### config.mk
export PLATFORM = sky130hd
export DESIGN_NAME = vec_issue_unit
export DESIGN_NICKNAME = d
export VERILOG_FILES = /design/src/rtl/vec_pkg.sv /design/src/rtl/vec_instr_fifo.sv /design/src/rtl/vec_issue_unit.sv
export SDC_FILE = /design/constraint.sdc
export NUM_CORES = 1
export LEC_CHECK = 0
export CAP_MARGIN = 0
export CORE_MARGIN = 10
export CORE_UTILIZATION = 45
export DETAILED_ROUTE_END_ITERATION = 8
export MAX_ROUTING_LAYER = met4
export PLACE_DENSITY = 0.76
export REMOVE_ABC_BUFFERS = 1
export SLEW_MARGIN = 5
export SYNTH_ARGS = -nofsm -noshare
export SYNTH_HDL_FRONTEND = slang
export SYNTH_SLANG_ARGS = --single-unit
### constraint.sdc
create_clock -name clk -period 11.13 [get_ports clk]
set_clock_uncertainty 0.15 [all_clocks]
set_input_delay 3.339 -clock clk [delete_from_list [all_inputs] [get_ports clk]]
set_output_delay 3.339 -clock clk [all_outputs]
set_load 0.005 [all_outputs]
### src/rtl/vec_pkg.sv
`default_nettype none
// ============================================================================
// Module   : vec_pkg
// Brief    : Shared encodings and types for the vector issue unit.
// Revision : 1.0 - initial release
// ============================================================================
package vec_pkg;

  localparam logic [6:0] C_OPC_V  = 7'b1010111;
  localparam logic [6:0] C_OPC_LD = 7'b0000111;
  localparam logic [6:0] C_OPC_ST = 7'b0100111;

  localparam logic [2:0] C_F3_OPIVV = 3'b000;
  localparam logic [2:0] C_F3_OPMVV = 3'b010;
  localparam logic [2:0] C_F3_CFG   = 3'b111;

  localparam logic [1:0] C_CLS_ARITH = 2'b00;
  localparam logic [1:0] C_CLS_LD    = 2'b01;
  localparam logic [1:0] C_CLS_ST    = 2'b10;

  typedef enum logic [1:0] {
    ST_IDLE      = 2'd0,
    ST_WAIT_BUSY = 2'd1,
    ST_WAIT_DONE = 2'd2
  } issue_state_e;

  typedef logic [31:0] vl_t;

endpackage
`default_nettype wire

### src/rtl/vec_instr_fifo.sv
`default_nettype none
// ============================================================================
// Module   : vec_instr_fifo
// Brief    : Instruction FIFO; pointers carry an extra wrap bit for full/empty.
// Revision : 1.0 - initial release
// ============================================================================
module vec_instr_fifo #(
  parameter int DEPTH = 4,
  parameter int WIDTH = 64
) (
  input  logic             clk,
  input  logic             nrst,
  input  logic             push,
  input  logic [WIDTH-1:0] wdata,
  input  logic             pop,
  output logic [WIDTH-1:0] rdata,
  output logic             full,
  output logic             empty
);

  localparam int C_AW = $clog2(DEPTH);

  logic [C_AW:0]      r_wptr;
  logic [C_AW:0]      r_rptr;
  logic [WIDTH-1:0]   r_mem [DEPTH];

  assign empty = (r_wptr == r_rptr);
  assign full  = (r_wptr[C_AW] != r_rptr[C_AW]) &&
                 (r_wptr[C_AW-1:0] == r_rptr[C_AW-1:0]);
  assign rdata = r_mem[r_rptr[C_AW-1:0]];

  always_ff @(posedge clk or posedge nrst) begin
    if (nrst) begin
      r_wptr <= '0;
      r_rptr <= '0;
    end else begin
      if (push && !full)
        r_wptr <= r_wptr + (C_AW+1)'(1);
      if (pop && !empty)
        r_rptr <= r_rptr + (C_AW+1)'(1);
    end
  end

  // Storage needs no reset; only the pointers define validity.
  always_ff @(posedge clk) begin
    if (push && !full)
      r_mem[r_wptr[C_AW-1:0]] <= wdata;
  end

endmodule
`default_nettype wire

### src/rtl/vec_issue_unit.sv
`default_nettype none
// ============================================================================
// Module   : vec_issue_unit
// Brief    : Buffers RVV instructions, executes vset* locally, issues ops.
// Revision : 1.0 - initial release
// ============================================================================
module vec_issue_unit
  import vec_pkg::*;
#(
  parameter int VLEN   = 256,
  parameter int ELEN   = 32,
  parameter int QDEPTH = 4
) (
  input  logic        clk,
  input  logic        nrst,
  input  logic        instr_valid,
  output logic        instr_ready,
  input  logic [31:0] instr,
  input  logic [31:0] rs1_data,
  input  logic        vseq_busy,
  output logic        vseq_start,
  output logic [4:0]  vs1,
  output logic [4:0]  vs2,
  output logic [4:0]  vd,
  output logic [2:0]  lmul,
  output logic [2:0]  vsew,
  output vl_t         vl,
  output logic [15:0] var_dec_bits,
  output logic [31:0] base_addr,
  output logic        rd_we,
  output logic [4:0]  rd_addr,
  output logic [31:0] rd_data,
  output logic        vill,
  output logic        illegal_instr
);

  issue_state_e r_state;
  logic [31:0]  w_hi;
  logic [31:0]  w_hrs1;
  logic         w_full;
  logic         w_empty;
  logic         w_fire;

  assign w_fire      = (r_state == ST_IDLE) && !w_empty && !vseq_busy;
  assign instr_ready = !w_full;

  vec_instr_fifo #(.DEPTH(QDEPTH), .WIDTH(64)) u_fifo (
    .clk   (clk),
    .nrst  (nrst),
    .push  (instr_valid),
    .wdata ({instr, rs1_data}),
    .pop   (w_fire),
    .rdata ({w_hi, w_hrs1}),
    .full  (w_full),
    .empty (w_empty)
  );

  logic       w_is_vset, w_is_arith, w_is_ld, w_is_st;
  logic [2:0] w_zlmul, w_zsew;
  logic       w_vill_new;
  vl_t        w_vlmax, w_avl, w_vl_new;
  logic [1:0] w_cls;

  assign w_is_vset  = (w_hi[6:0] == C_OPC_V) && (w_hi[14:12] == C_F3_CFG) &&
                      (!w_hi[31] || (w_hi[31:30] == 2'b11));
  assign w_is_arith = (w_hi[6:0] == C_OPC_V) &&
                      ((w_hi[14:12] == C_F3_OPIVV) || (w_hi[14:12] == C_F3_OPMVV));
  assign w_is_ld    = (w_hi[6:0] == C_OPC_LD);
  assign w_is_st    = (w_hi[6:0] == C_OPC_ST);

  assign w_zlmul    = w_hi[22:20];
  assign w_zsew     = w_hi[25:23];
  // Fractional LMUL is not supported and is treated as an illegal vtype.
  assign w_vill_new = w_zlmul[2] || ((32'd8 << w_zsew) > 32'(ELEN));
  assign w_vlmax    = (32'(VLEN) >> (3 + w_zsew)) << w_zlmul;
  assign w_avl      = w_hi[31] ? 32'(w_hi[19:15]) :
                      ((w_hi[19:15] == 5'd0) ? w_vlmax : w_hrs1);
  assign w_vl_new   = w_vill_new ? '0 : ((w_avl < w_vlmax) ? w_avl : w_vlmax);
  assign w_cls      = w_is_ld ? C_CLS_LD : (w_is_st ? C_CLS_ST : C_CLS_ARITH);

  always_ff @(posedge clk or posedge nrst) begin
    if (nrst) begin
      r_state       <= ST_IDLE;
      vseq_start    <= 1'b0;
      vs1           <= '0;
      vs2           <= '0;
      vd            <= '0;
      lmul          <= '0;
      vsew          <= '0;
      vl            <= '0;
      var_dec_bits  <= '0;
      base_addr     <= '0;
      rd_we         <= 1'b0;
      rd_addr       <= '0;
      rd_data       <= '0;
      vill          <= 1'b1;
      illegal_instr <= 1'b0;
    end else begin
      vseq_start    <= 1'b0;
      rd_we         <= 1'b0;
      illegal_instr <= 1'b0;
      case (r_state)
        ST_IDLE: begin
          if (w_fire) begin
            if (w_is_vset) begin
              lmul    <= w_zlmul;
              vsew    <= w_zsew;
              vl      <= w_vl_new;
              vill    <= w_vill_new;
              rd_we   <= (w_hi[11:7] != 5'd0);
              rd_addr <= w_hi[11:7];
              rd_data <= w_vl_new;
            end else if (w_is_arith || w_is_ld || w_is_st) begin
              if (vill) begin
                illegal_instr <= 1'b1;
              end else if (vl != '0) begin
                vs1          <= w_hi[19:15];
                vs2          <= w_hi[24:20];
                vd           <= w_hi[11:7];
                var_dec_bits <= {4'b0000, w_cls, w_hi[25], w_hi[14:12], w_hi[31:26]};
                base_addr    <= (w_is_ld || w_is_st) ? w_hrs1 : '0;
                vseq_start   <= 1'b1;
                r_state      <= ST_WAIT_BUSY;
              end
            end else begin
              illegal_instr <= 1'b1;
            end
          end
        end
        ST_WAIT_BUSY: if (vseq_busy)  r_state <= ST_WAIT_DONE;
        ST_WAIT_DONE: if (!vseq_busy) r_state <= ST_IDLE;
        default:      r_state <= ST_IDLE;
      endcase
    end
  end

endmodule
`default_nettype wire

# --- Word-level counts from Yosys, hierarchy flattened ---
# Memory sizes are Yosys's and may differ from the RTL's.
# Cells that the tools add are included.
op_classes:
  add_sub_neg: 3
  eq_ne: 18
  reduce_logical: 26
  mux: 31
  bitwise: 2
  div: 0
  multipliers: 0
  n_lt_le_gt_ge: 2
  n_shift: 3
op_table:
  columns: ["cell", "n"]
  rows:
  - ["$mux W32", 5]
  - ["$gt A32 B6 Y1 const B", 1]
  - ["$lt A32 B32 Y1", 1]
  - ["$reduce_bool A32 Y1", 1]
  - ["$shl A32 B3 Y32", 1]
  - ["$shl A4 B3 Y32 const A", 1]
  - ["$shr A9 B4 Y32 const A", 1]
  - ["$mux W2", 9]
  - ["$mux W1", 16]
  - ["$logic_and A1 B1 Y1", 8]
  - ["$ne A2 B2 Y1 const B", 4]
  - ["$eq A7 B3 Y1 const B", 1]
  - ["$eq A7 B6 Y1 const B", 1]
  - ["$eq A7 B7 Y1 const B", 1]
  - ["$reduce_and A7 Y1", 1]
  - ["$add A3 B1 Y3 const B", 2]
  - ["$logic_or A1 B1 Y1", 6]
  - ["$ne A2 B1 Y1 const B", 3]
  - ["$pmux W2 S3", 1]
  - ["$reduce_and A6 Y1", 1]
  - ["$logic_not A5 Y1", 1]
  - ["$reduce_bool A5 Y1", 1]
  - ["$add A2 B3 Y4 const A", 1]
  - ["$eq A2 B2 Y1 const B", 2]
  - ["other kinds (11)", 15]
totals:
  wordCells: 102
  ram_bits: 256
  rom_bits: 0
  reg_bits: 114
  out_inout_bits: 143
  n_memories: 1
  input_bits: 68
  latch_bits: 0
memory_table:
  columns: ["memory", "depth", "width", "rd", "rd_clocked_by_memory_dff", "wr", "line_no", "source"]
  rows:
  - ["u_fifo.r_mem", 4, 64, 1, 0, 1, "vec_instr_fifo.sv:25", "logic [WIDTH-1:0] r_mem [DEPTH];"]

# --- Depth between registers and ports, before layout ---
# Gate-level depths: netlist of the first run.
# An unclocked memory read counts as a cell.
depth:
  word_depth: 10
  mapped_depth: 20
  depth_no_buf: 14

# --- Hierarchy ---
# A second synthesis of the first run with hierarchy kept.
unflattened:
  hier_cells: 975
  area_unflattened_um2: 15158.3
by_module_without_submodules:
  columns: ["mod", "area_per_inst_um2", "seq_area_each_um2", "cells_each", "instances"]
  rows:
  - ["vec_instr_fifo", 9718.1, 7837.5, 385, 1]
  - ["vec_issue_unit", 5440.2, 2703.8, 590, 1]

# --- Worst setup path after synthesis of the first run ---
# No wires, ideal clock.
synth_path:
  path_kind: "in2reg"
  from: "input instr_valid"
  to: "memory u_fifo.r_mem[3][0], enable pin"
  arrival_ns: 4.923
  n_path_buf: 0
  cell_stages: 1
  path_slack_ns: 5.626
  setup_ns: 0.431
  required_time_ns: 10.549
  cell_sequence: "and3_1"
synth_between:
  elab_chain_cells: 3
synth_rtl:
  columns: ["item", "line_no", "source"]
  rows:
  - ["start, declared", "vec_issue_unit.sv:16", "input logic instr_valid,"]
  - ["$logic_and A1 B1 Y1", "vec_instr_fifo.sv:46", "if (push && !full)"]
  - ["$mux W1", "vec_instr_fifo.sv:46", null]
  - ["$mux W1 (implied by the code)", "vec_instr_fifo.sv:47", "r_mem[r_wptr[C_AW-1:0]] <= wdata;"]
  - ["end, declared", "vec_instr_fifo.sv:25", null]
# Every way passes these cells.

# --- Worst setup path in the final report of the first run ---
layout_path:
  from: "register u_fifo.r_rptr[0]"
  to: "output instr_ready"
layout_between:
  elab_chain_cells: 3
layout_rtl:
  columns: ["item", "line_no", "source"]
  rows:
  - ["start, declared", "vec_instr_fifo.sv:24", "logic [C_AW:0] r_rptr;"]
  - ["start signal, assigned", "vec_instr_fifo.sv:40", "r_rptr <= r_rptr + (C_AW+1)'(1);"]
  - ["$eq A2 B2 Y1", "vec_instr_fifo.sv:29", "(r_wptr[C_AW-1:0] == r_rptr[C_AW-1:0]);"]
  - ["$logic_and A1 B1 Y1", "vec_instr_fifo.sv:28", "assign full = (r_wptr[C_AW] != r_rptr[C_AW]) &&"]
  - ["$logic_not A1 Y1", "vec_issue_unit.sv:45", "assign instr_ready = !w_full;"]
  - ["end, declared", "vec_issue_unit.sv:17", "output logic instr_ready,"]
# Every way passes these cells.

==> out/metrics.yaml, run 1 <==
clock_latency_ns: 0.52
synth_seq_cells: 370
crit_path_start: "u_fifo.r_rptr[0]"
core-area_um2: 32700
drive_gt1_share_pct: 13.7
dieArea_um2: 41000
portBuffers: 206
period_share_pct: 55.3
h-tree-depth: 2
status: "complete, no violations"
synth.distinct_cells: 66
syn_to_final_growth_pct: 23.6
worstPathArrival_ns: 2.67
intPower_w: 0.00317
worstPathRequired_ns: 7.64
fin_area_um2: 18500
hpwl_um: 22500
setup_tns_ns: 0
tightest_slew_ns: 1.12
via_per_inst: 5.42
post-route-util_pct: 56.7
synth_ff_type: "edfxtp_1"
drc: 0
grt_busiest_layer: "met2"
die_w_um: 203
leakagePower_nw: 6.96
drtIter0Drc: 526
crit-reg2reg-launch: "u_fifo.r_rptr[0]"
yosysWarnings: 0
io_pins: 211
fin_crit_ns: 6.16
setup_viol: 0
wl_per_cell_um: 22.6
die_y_um: 203
p_clk_share_pct: 29.0
fin_hold_ws_ns: 0.317
max_freq_mhz: 162
ctsResizeCount: 0
cts_buffers: 39
synthArstFlopShare_pct: 30.8
cts_tree: "built"
slew_viol_final: 0
ctsHoldBuffers: 0
synth-edff-count: 256
grt_max_degree: 66
num-fill-cells: 2610
drv_cap: 0
synthCells: 949
cp-end-kind: "output pin"
multi_input_area_um2: 3940
regArea_um2: 10500
use_met2_pct: 28.8
grt.overflow.total: 0
drt_wl_total_um: 36200
hold_start: "var_dec_bits[9]"
place_area_um2: 17200
path_clk_slew_ns: 0.06
gr-usage-met1_pct: 22.5
gp_congestion: 0.899
rsz0062_at_grt: "false"
initial_core_util_pct: 45.9
grt_pass1_wl_um: 55200
seqPwrFrac_pct: 41.5
min_path_type: "reg2reg"
path_class: "reg2out"
rows: 66
slew_headroom_pct: 25.4
clock_sinks: 370
post_cts_buffers: 0
ir_drop_mv: 0.138
hold_viol: 0
mappedNetlistArea_um2: 15000
cp_max_fo: 35
grtUsageMet3_pct: 4.43
postSynthAreaPerCell_um2: 15.8
yosysSeqAreaShare_pct: 70.3
cts-root-buf: "clkbuf_16"
antenna_found_initial: 4
combPwrFrac_pct: 29.5
powerDensity_nw_per_um2: 249
clk_path_buf_depth: 3
grt_use_total_pct: 17.8
vias: 8683
swShare_pct: 31.3
grt_pass1_vias: 9066
nets: 1209
firstDrtPassIters: 5
cp-start-kind: "register"
antenna_left: 0
power_switching_w: 0.00145
-- power by group through the flow --
stage	registers (W)	logic (W)	clock network (W)
4_1_cts	0.00192	0.00137	0.00137
3_5_place_dp	0.00195	0.00137	0
3_3_place_gp	0.00193	0.00134	0
6_report	0.00191	0.00136	0.00134
2_1_floorplan	0.00194	0.000892	0
5_1_grt	0.00195	0.00149	0.00142
-- registers in the layout, indices dropped and copies added, names as in the netlist, 5 cells and up --
register,cells
u_fifo.r_mem,256
base_addr,32
rd_data,32
var_dec_bits,12
rd_addr,5
vd,5
vs1,5
vs2,5
-- per-layer routing --
layer | vias up | share of wire (%)
met5 | - | 0
met4 | 0 | 1.5
met3 | 42 | 7.0
met2 | 285 | 49
met1 | 4455 | 42
li1 | 3901 | -
-- synthesized netlist by cell type, types with 4 or more instances --
cell type    n  area, um2
mux2i_1      4       40.0
inv_1       11       41.3
nand4b_1     5       43.8
mux4_2      61       1370
xor2_1       6       52.6
mux2_2       9        101
a21oi_1     16       80.1
nand2_1    157        589
buf_6        7       78.8
nor2_1      23       86.3
a22o_1       4       35.0
or3_1        5       31.3
clkbuf_1    19       71.3
nand2b_1     6       37.5
xnor2_1      5       43.8
nor4_1      12       75.1
buf_2       14       70.1
and3_1       6       37.5
nand4_1      7       43.8
and2_1      22        138
buf_4       41        308
a32o_1       4       40.0
dfrtp_1    113       2830
nor3_1       6       30.0
mux2_1       5       56.3
ha_1        17        213
o21ai_0      8       40.0
nand3b_1     4       30.0
o311ai_1     4       35.0
nand3_1     48        240
edfxtp_1   256       7690
nor2b_1      6       37.5
-- final timing paths --
path,cells after the start,slack [ns],end
worst max-delay path,3,4.97,instr_ready
worst min-delay path,2,0.32,var_dec_bits[9]
worst max register to register,14,5.26,rd_data[0]
worst min register to register,2,0.32,var_dec_bits[9]
max in group asynchronous,3,6.43,base_addr[20]
min in group asynchronous,2,3.10,rd_data[26]
-- per-stage QoR --
stage	power [W]	instances	setup slack, ns
after floorplan	0.00283	871	4.49
after global placement	0.00327	1525	5.28
after detailed placement	0.00332	1525	5.19
after CTS	0.00466	1597	4.90
after global routing	0.00486	1601	4.79
final	0.00462	1601	4.97
-- cell type report --
type	count	share of cell area, %
Timing Repair Buffer	212	11.4
Inverter	11	0.250
Clock buffer	55	6.02
Multi-Input combinational cell	490	21.2
Sequential cell	370	56.9
Tap cell	442	2.98
Clock inverter	17	1.23
Antenna cell	4	0.0540
-- placed cells by master (no fill, tap or decap), drive strengths merged, types with 5 or more instances in the layout --
cell and count:
nand4 7, clkinv 11, bufinv 5, nand4b 5, nor3 8, nand2b 6, nor2b 6, mux2 14
and2 23, o21ai 9, nor2 25, clkdlybuf4s50 206, inv 12, nand3 48, dfrtp 113, or3 5
clkbuf 55, ha 17, edfxtp 256, buf 6, xor2 6, and3 6, mux4 61, nand2 157
o311ai 6, a21oi 16, xnor2 5, nor4 12
-- cell families (layout without fill, tap and decap cells) --
| kind of cell | Yosys count | count (layout) | synth area share [%] |
|---|---|---|---|
| flops | 370 | 370 | 70.3 |
| simple gates | 319 | 319 | 10.3 |
| buf+inv | 92 | 295 | 3.80 |
| mux | 79 | 79 | 10.5 |
| compound gates | 60 | 60 | 3.08 |
| fa+ha+maj | 17 | 17 | 1.42 |
| xor+xnor | 11 | 11 | 0.642 |
| other cells | 1 | 8 | 0.0250 |
-- critical path, stage by stage (launching register included) --
cell and delay, ns:
dfrtp_4 0.97, xor2_1 0.16, or3_1 0.51, clkdlybuf4s50_1 0.51
Note: power is estimated with default switching activity, not from simulation.
==> run 2, diff against run 1 <==
==> constraint.sdc (replaced) <==
create_clock -name clk -period 5.7 [get_ports clk]
set_clock_uncertainty 0.15 [all_clocks]
set_input_delay 1.71 -clock clk [delete_from_list [all_inputs] [get_ports clk]]
set_output_delay 1.71 -clock clk [all_outputs]
set_load 0.005 [all_outputs]
==> out/metrics.yaml, run 2 (same netlist as run 1, synthesis figures left out) <==
status: "complete, no violations"
hpwl_um: 23800
cp-start-kind: "register"
via_per_inst: 5.38
core-area_um2: 32700
place_inst: 1534
cts-root-buf: "clkbuf_16"
rsz0062_at_grt: "false"
rows: 66
grt_pass1_wl_um: 55100
largest_reg_flops: 256
nets: 1218
grt_pass1_vias: 9116
cp-end-kind: "register"
regArea_um2: 10500
path_class: "reg2reg"
ctsHoldBuffers: 0
reg2reg_slack_ns: 0.92
period_share_pct: 83.9
wl_per_cell_um: 22.2
power_w: 0.00872
min_path_type: "reg2reg"
syn_to_final_growth_pct: 22.9
vias: 8660
ctsResizeCount: 0
grt.overflow.total: 0
place_area_um2: 17300
die_y_um: 203
post_cts_buffers: 0
fin_area_um2: 18400
crit_path_start: "u_fifo.r_rptr[0]"
cts_tree: "built"
r2r-end: "rd_data[0]"
final_common_cell: "edfxtp_1"
tightest_slew_ns: 1.09
grt_max_degree: 98
clk_path_buf_depth: 3
drv_cap: 0
clock_latency_ns: 0.52
clock_sinks: 370
die_w_um: 203
gp_congestion: 0.842
drive_gt1_share_pct: 13.6
worstPathArrival_ns: 5.08
firstDrtPassIters: 5
mostFrequentLayoutCells: "edfxtp_1, clkdlybuf4s50_1, nand2_1, dfrtp_1, mux4_2"
drtIter0Drc: 632
leakagePower_nw: 6.90
worstPathRequired_ns: 6.00
worstRegToRegCells: 15
powerDensity_nw_per_um2: 473
cts_buffers: 39
drc: 0
fin_cells: 1610
crit-reg2reg-launch: "u_fifo.r_rptr[0]"
initial_core_util_pct: 45.9
grt_use_total_pct: 17.9
drt_wl_total_um: 35800
path_clk_slew_ns: 0.06
multi_input_area_um2: 3940
dieArea_um2: 41000
cp_max_fo: 23
ir_drop_mv: 0.288
antenna_left: 0
fin_ws_ns: 0.915
post-place-ws_ns: 0.931
fin_crit_ns: 4.78
slew_viol_final: 0
max_freq_mhz: 209
antenna_found_initial: 6
setup_viol: 0
slew_headroom_pct: 27.1
io_pins: 211
hold_viol: 0
h-tree-depth: 2
crit_end: "rd_data[0]"
num-fill-cells: 2643
portBuffers: 206
==> run 2: changes by cell type in the layout (fill, tap and decap cells not counted) <==
cell        delta
buf_4          +9
clkinv_4       -2
clkbuf_16      -1
clkinv_8       -1
diode_2        +2
clkinvlp_4     +1
clkinv_2       +2
clkbuf_8       -4
clkbuf_1       +7
bufinv_16      -4
==> run 2: per-layer routing <==
metal / vias to the layer above / GRT usage [%] / share of wire [%]
li1: 3923 / - / -
met5: - / - / 0
met1: 4349 / 22.6 / 43
met4: 0 / 5.20 / 2.3
met2: 328 / 28.3 / 48
met3: 60 / 4.20 / 7.3
==> run 2: per-stage QoR <==
stage                     setup TNS [ns]  hold slack [ns]  utilization (%)
after CTS                              0            0.317             56.3
after global routing                   0            0.342             56.4
after global placement                 0            0.301             52.8
final                                  0            0.312             56.4
after detailed placement               0            0.305             52.8
after floorplan                    -8.95            0.308                -
==> run 2: worst min path at each step <==
stage                               start               to  depth (start not counted)
after floorplan                      vill             vill                          2
after global placement             vs2[0]           vs2[0]                          2
after detailed placement     base_addr[1]     base_addr[1]                          2
after CTS                    base_addr[1]     base_addr[1]                          2
after global routing      var_dec_bits[8]  var_dec_bits[8]                          2
final                        base_addr[1]     base_addr[1]                          2
==> run 2: layout make-up <==
class | instances | area share, %
Sequential cell | 370 | 57.2
Multi-Input combinational cell | 490 | 21.4
Timing Repair Buffer | 221 | 11.8
Clock buffer | 57 | 5.77
Tap cell | 442 | 3.00
Clock inverter | 13 | 0.496
Inverter | 11 | 0.251
Antenna cell | 6 | 0.0815
==> run 2: power breakdown <==
group / leakage (nW) / switching [W] / internal, W
Combinational: 2.45 / 0.00156 / 0.00116
Clock: 0.562 / 0.000977 / 0.00134
Sequential: 3.90 / 0.000236 / 0.00345
==> run 2: critical path, stage by stage, from the launching register on <==
cell,delay [ns]
dfrtp_4,0.73
mux4_2,0.60
nor3_1,0.33
nand2_1,0.33
buf_4,0.30
nor2_1,0.11
a21oi_1,0.05
nor2_1,0.14
ha_1,0.28
a21oi_1,0.15
o21ai_0,0.09
a21oi_1,0.18
o21ai_0,0.17
a211oi_4,0.61
and2_4,0.31
a32o_1,0.16
==> run 3, diff against run 2 <==
==> constraint.sdc (replaced) <==
create_clock -name clk -period 5 [get_ports clk]
set_clock_uncertainty 0.15 [all_clocks]
set_input_delay 1.5 -clock clk [delete_from_list [all_inputs] [get_ports clk]]
set_output_delay 1.5 -clock clk [all_outputs]
set_load 0.005 [all_outputs]
==> out/metrics.yaml, run 3 (same netlist as run 1, synthesis figures left out) <==
path_cells: "mux4_2, nor3_1, nand2_1, buf_4, nor2_1, a21oi_1, nor2_1, ha_1, a21oi_1, o21ai_0, a21oi_1, o21ai_0, a211oi_4, buf_4, and2_4, a32o_1"
grt_pass1_wl_um: 55800
io_pins: 211
ctsHoldBuffers: 0
worstPathArrival_ns: 4.83
rsz0062_at_grt: "false"
max_freq_mhz: 221
fin_hold_ws_ns: 0.314
initial_core_util_pct: 45.9
slowest_stage: "dfrtp_4"
nets: 1217
cts-root-buf: "clkbuf_16"
setup_viol: 0
min_path_type: "reg2reg"
cp-end-kind: "register"
firstDrtPassIters: 4
regArea_um2: 10500
hpwl_um: 23700
largest_reg_flops: 256
leakagePower_nw: 7.01
post_cts_buffers: 0
antenna_left: 0
clk_path_buf_depth: 3
combPwrFrac_pct: 29.9
swShare_pct: 30.5
power_switching_w: 0.00317
slew_headroom_pct: 28.6
fin_crit_ns: 4.53
syn_to_final_growth_pct: 24.3
final_common_cell: "edfxtp_1"
cts_buffers: 39
drtIter0Drc: 471
cts_tree: "built"
ir_drop_mv: 0.344
crit_top_cell: "a21oi_1"
die_y_um: 203
num-fill-cells: 2599
drv_cap: 0
path_clk_slew_ns: 0.06
antenna_found_initial: 4
multi_input_area_um2: 3940
core-area_um2: 32700
powerDensity_nw_per_um2: 557
place_inst: 1533
place_area_um2: 17300
cp_slowest_stage_delay_ns: 0.63
via_per_inst: 5.40
portBuffers: 206
fin_cells: 1607
mostFrequentLayoutCells: "edfxtp_1, clkdlybuf4s50_1, nand2_1, dfrtp_1, mux4_2"
setup_tns_ns: 0
worstPathRequired_ns: 5.30
slew_viol_final: 0
fin_ws_ns: 0.465
h-tree-depth: 2
tightest_slew_ns: 1.07
grt_use_total_pct: 17.9
grt.overflow.total: 0
grt_max_degree: 88
wl_per_cell_um: 22.4
intPower_w: 0.00721
vias: 8681
rows: 66
cp-start-kind: "register"
hold_viol: 0
status: "complete, no violations"
post-place-ws_ns: 0.487
clock_sinks: 370
ctsResizeCount: 0
cp_max_fo: 17
dieArea_um2: 41000
clock_latency_ns: 0.51
grt_pass1_vias: 9341
gp_congestion: 0.851
seqPwrFrac_pct: 40.4
die_w_um: 203
drc: 0
reg2reg_slack_ns: 0.47
period_share_pct: 90.7
path_class: "reg2reg"
drive_gt1_share_pct: 14.3
fin_area_um2: 18600
drt_wl_total_um: 36000
p_clk_share_pct: 29.7
## run 3: changes by cell type in the layout (fill, tap and decap cells not counted), sizes merged
cell      delta
buf          -1
bufinv       +8
clkbuf       -6
clkinvlp     -1
diode        -2
clkinv       -1
## run 3: per-stage QoR
step / total power (W) / utilization (%)
finish: 0.0104 / 57.0
global route: 0.0109 / 57.0
detailed placement: 0.00740 / 52.8
CTS: 0.0105 / 57.0
global placement: 0.00733 / 52.8
floorplan: 0.00630 / -
## run 3: power by group through the flow
stage	clock network, W	registers [W]	logic, W
2_1_floorplan	0	0.00432	0.00198
3_3_place_gp	0	0.00423	0.00310
3_5_place_dp	0	0.00427	0.00314
4_1_cts	0.00315	0.00421	0.00315
5_1_grt	0.00327	0.00426	0.00342
6_report	0.00308	0.00419	0.00311
## run 3: layout make-up
cell class              count  area share, %
clock inverters            19           1.72
inverters                  11          0.248
flip-flops and latches    370           56.6
multi-input cells         490           21.1
clock buffers              51           5.64
repair buffers            220           11.7
diodes                      4         0.0537
well taps                 442           2.97
## run 3: final timing paths
kind,start,end,cells past startpoint
max in group asynchronous,nrst,rd_data[3],3
worst min register to register,var_dec_bits[9],var_dec_bits[9],2
worst max-delay path,u_fifo.r_rptr[0],rd_data[0],16
min in group asynchronous,nrst,illegal_instr,2
worst min-delay path,var_dec_bits[9],var_dec_bits[9],2
worst max register to register,u_fifo.r_rptr[0],rd_data[0],16
## run 3: metal layers
| metal | track usage (%) | share of wire (%) | up-vias |
|---|---|---|---|
| li1 | - | - | 3906 |
| met1 | 22.6 | 43 | 4447 |
| met2 | 28.6 | 49 | 292 |
| met5 | - | 0 | - |
| met4 | 4.26 | 1.5 | 0 |
| met3 | 4.76 | 7.3 | 36 |
## run 3: worst max-delay path: cells and delay by family (launching register included)
kind / cells / cell delay [ns]
flops: 1 / 0.63
buf+inv: 2 / 0.56
mux: 1 / 0.58
simple gates: 5 / 1.25
compound gates: 7 / 1.01
fa+ha+maj: 1 / 0.26
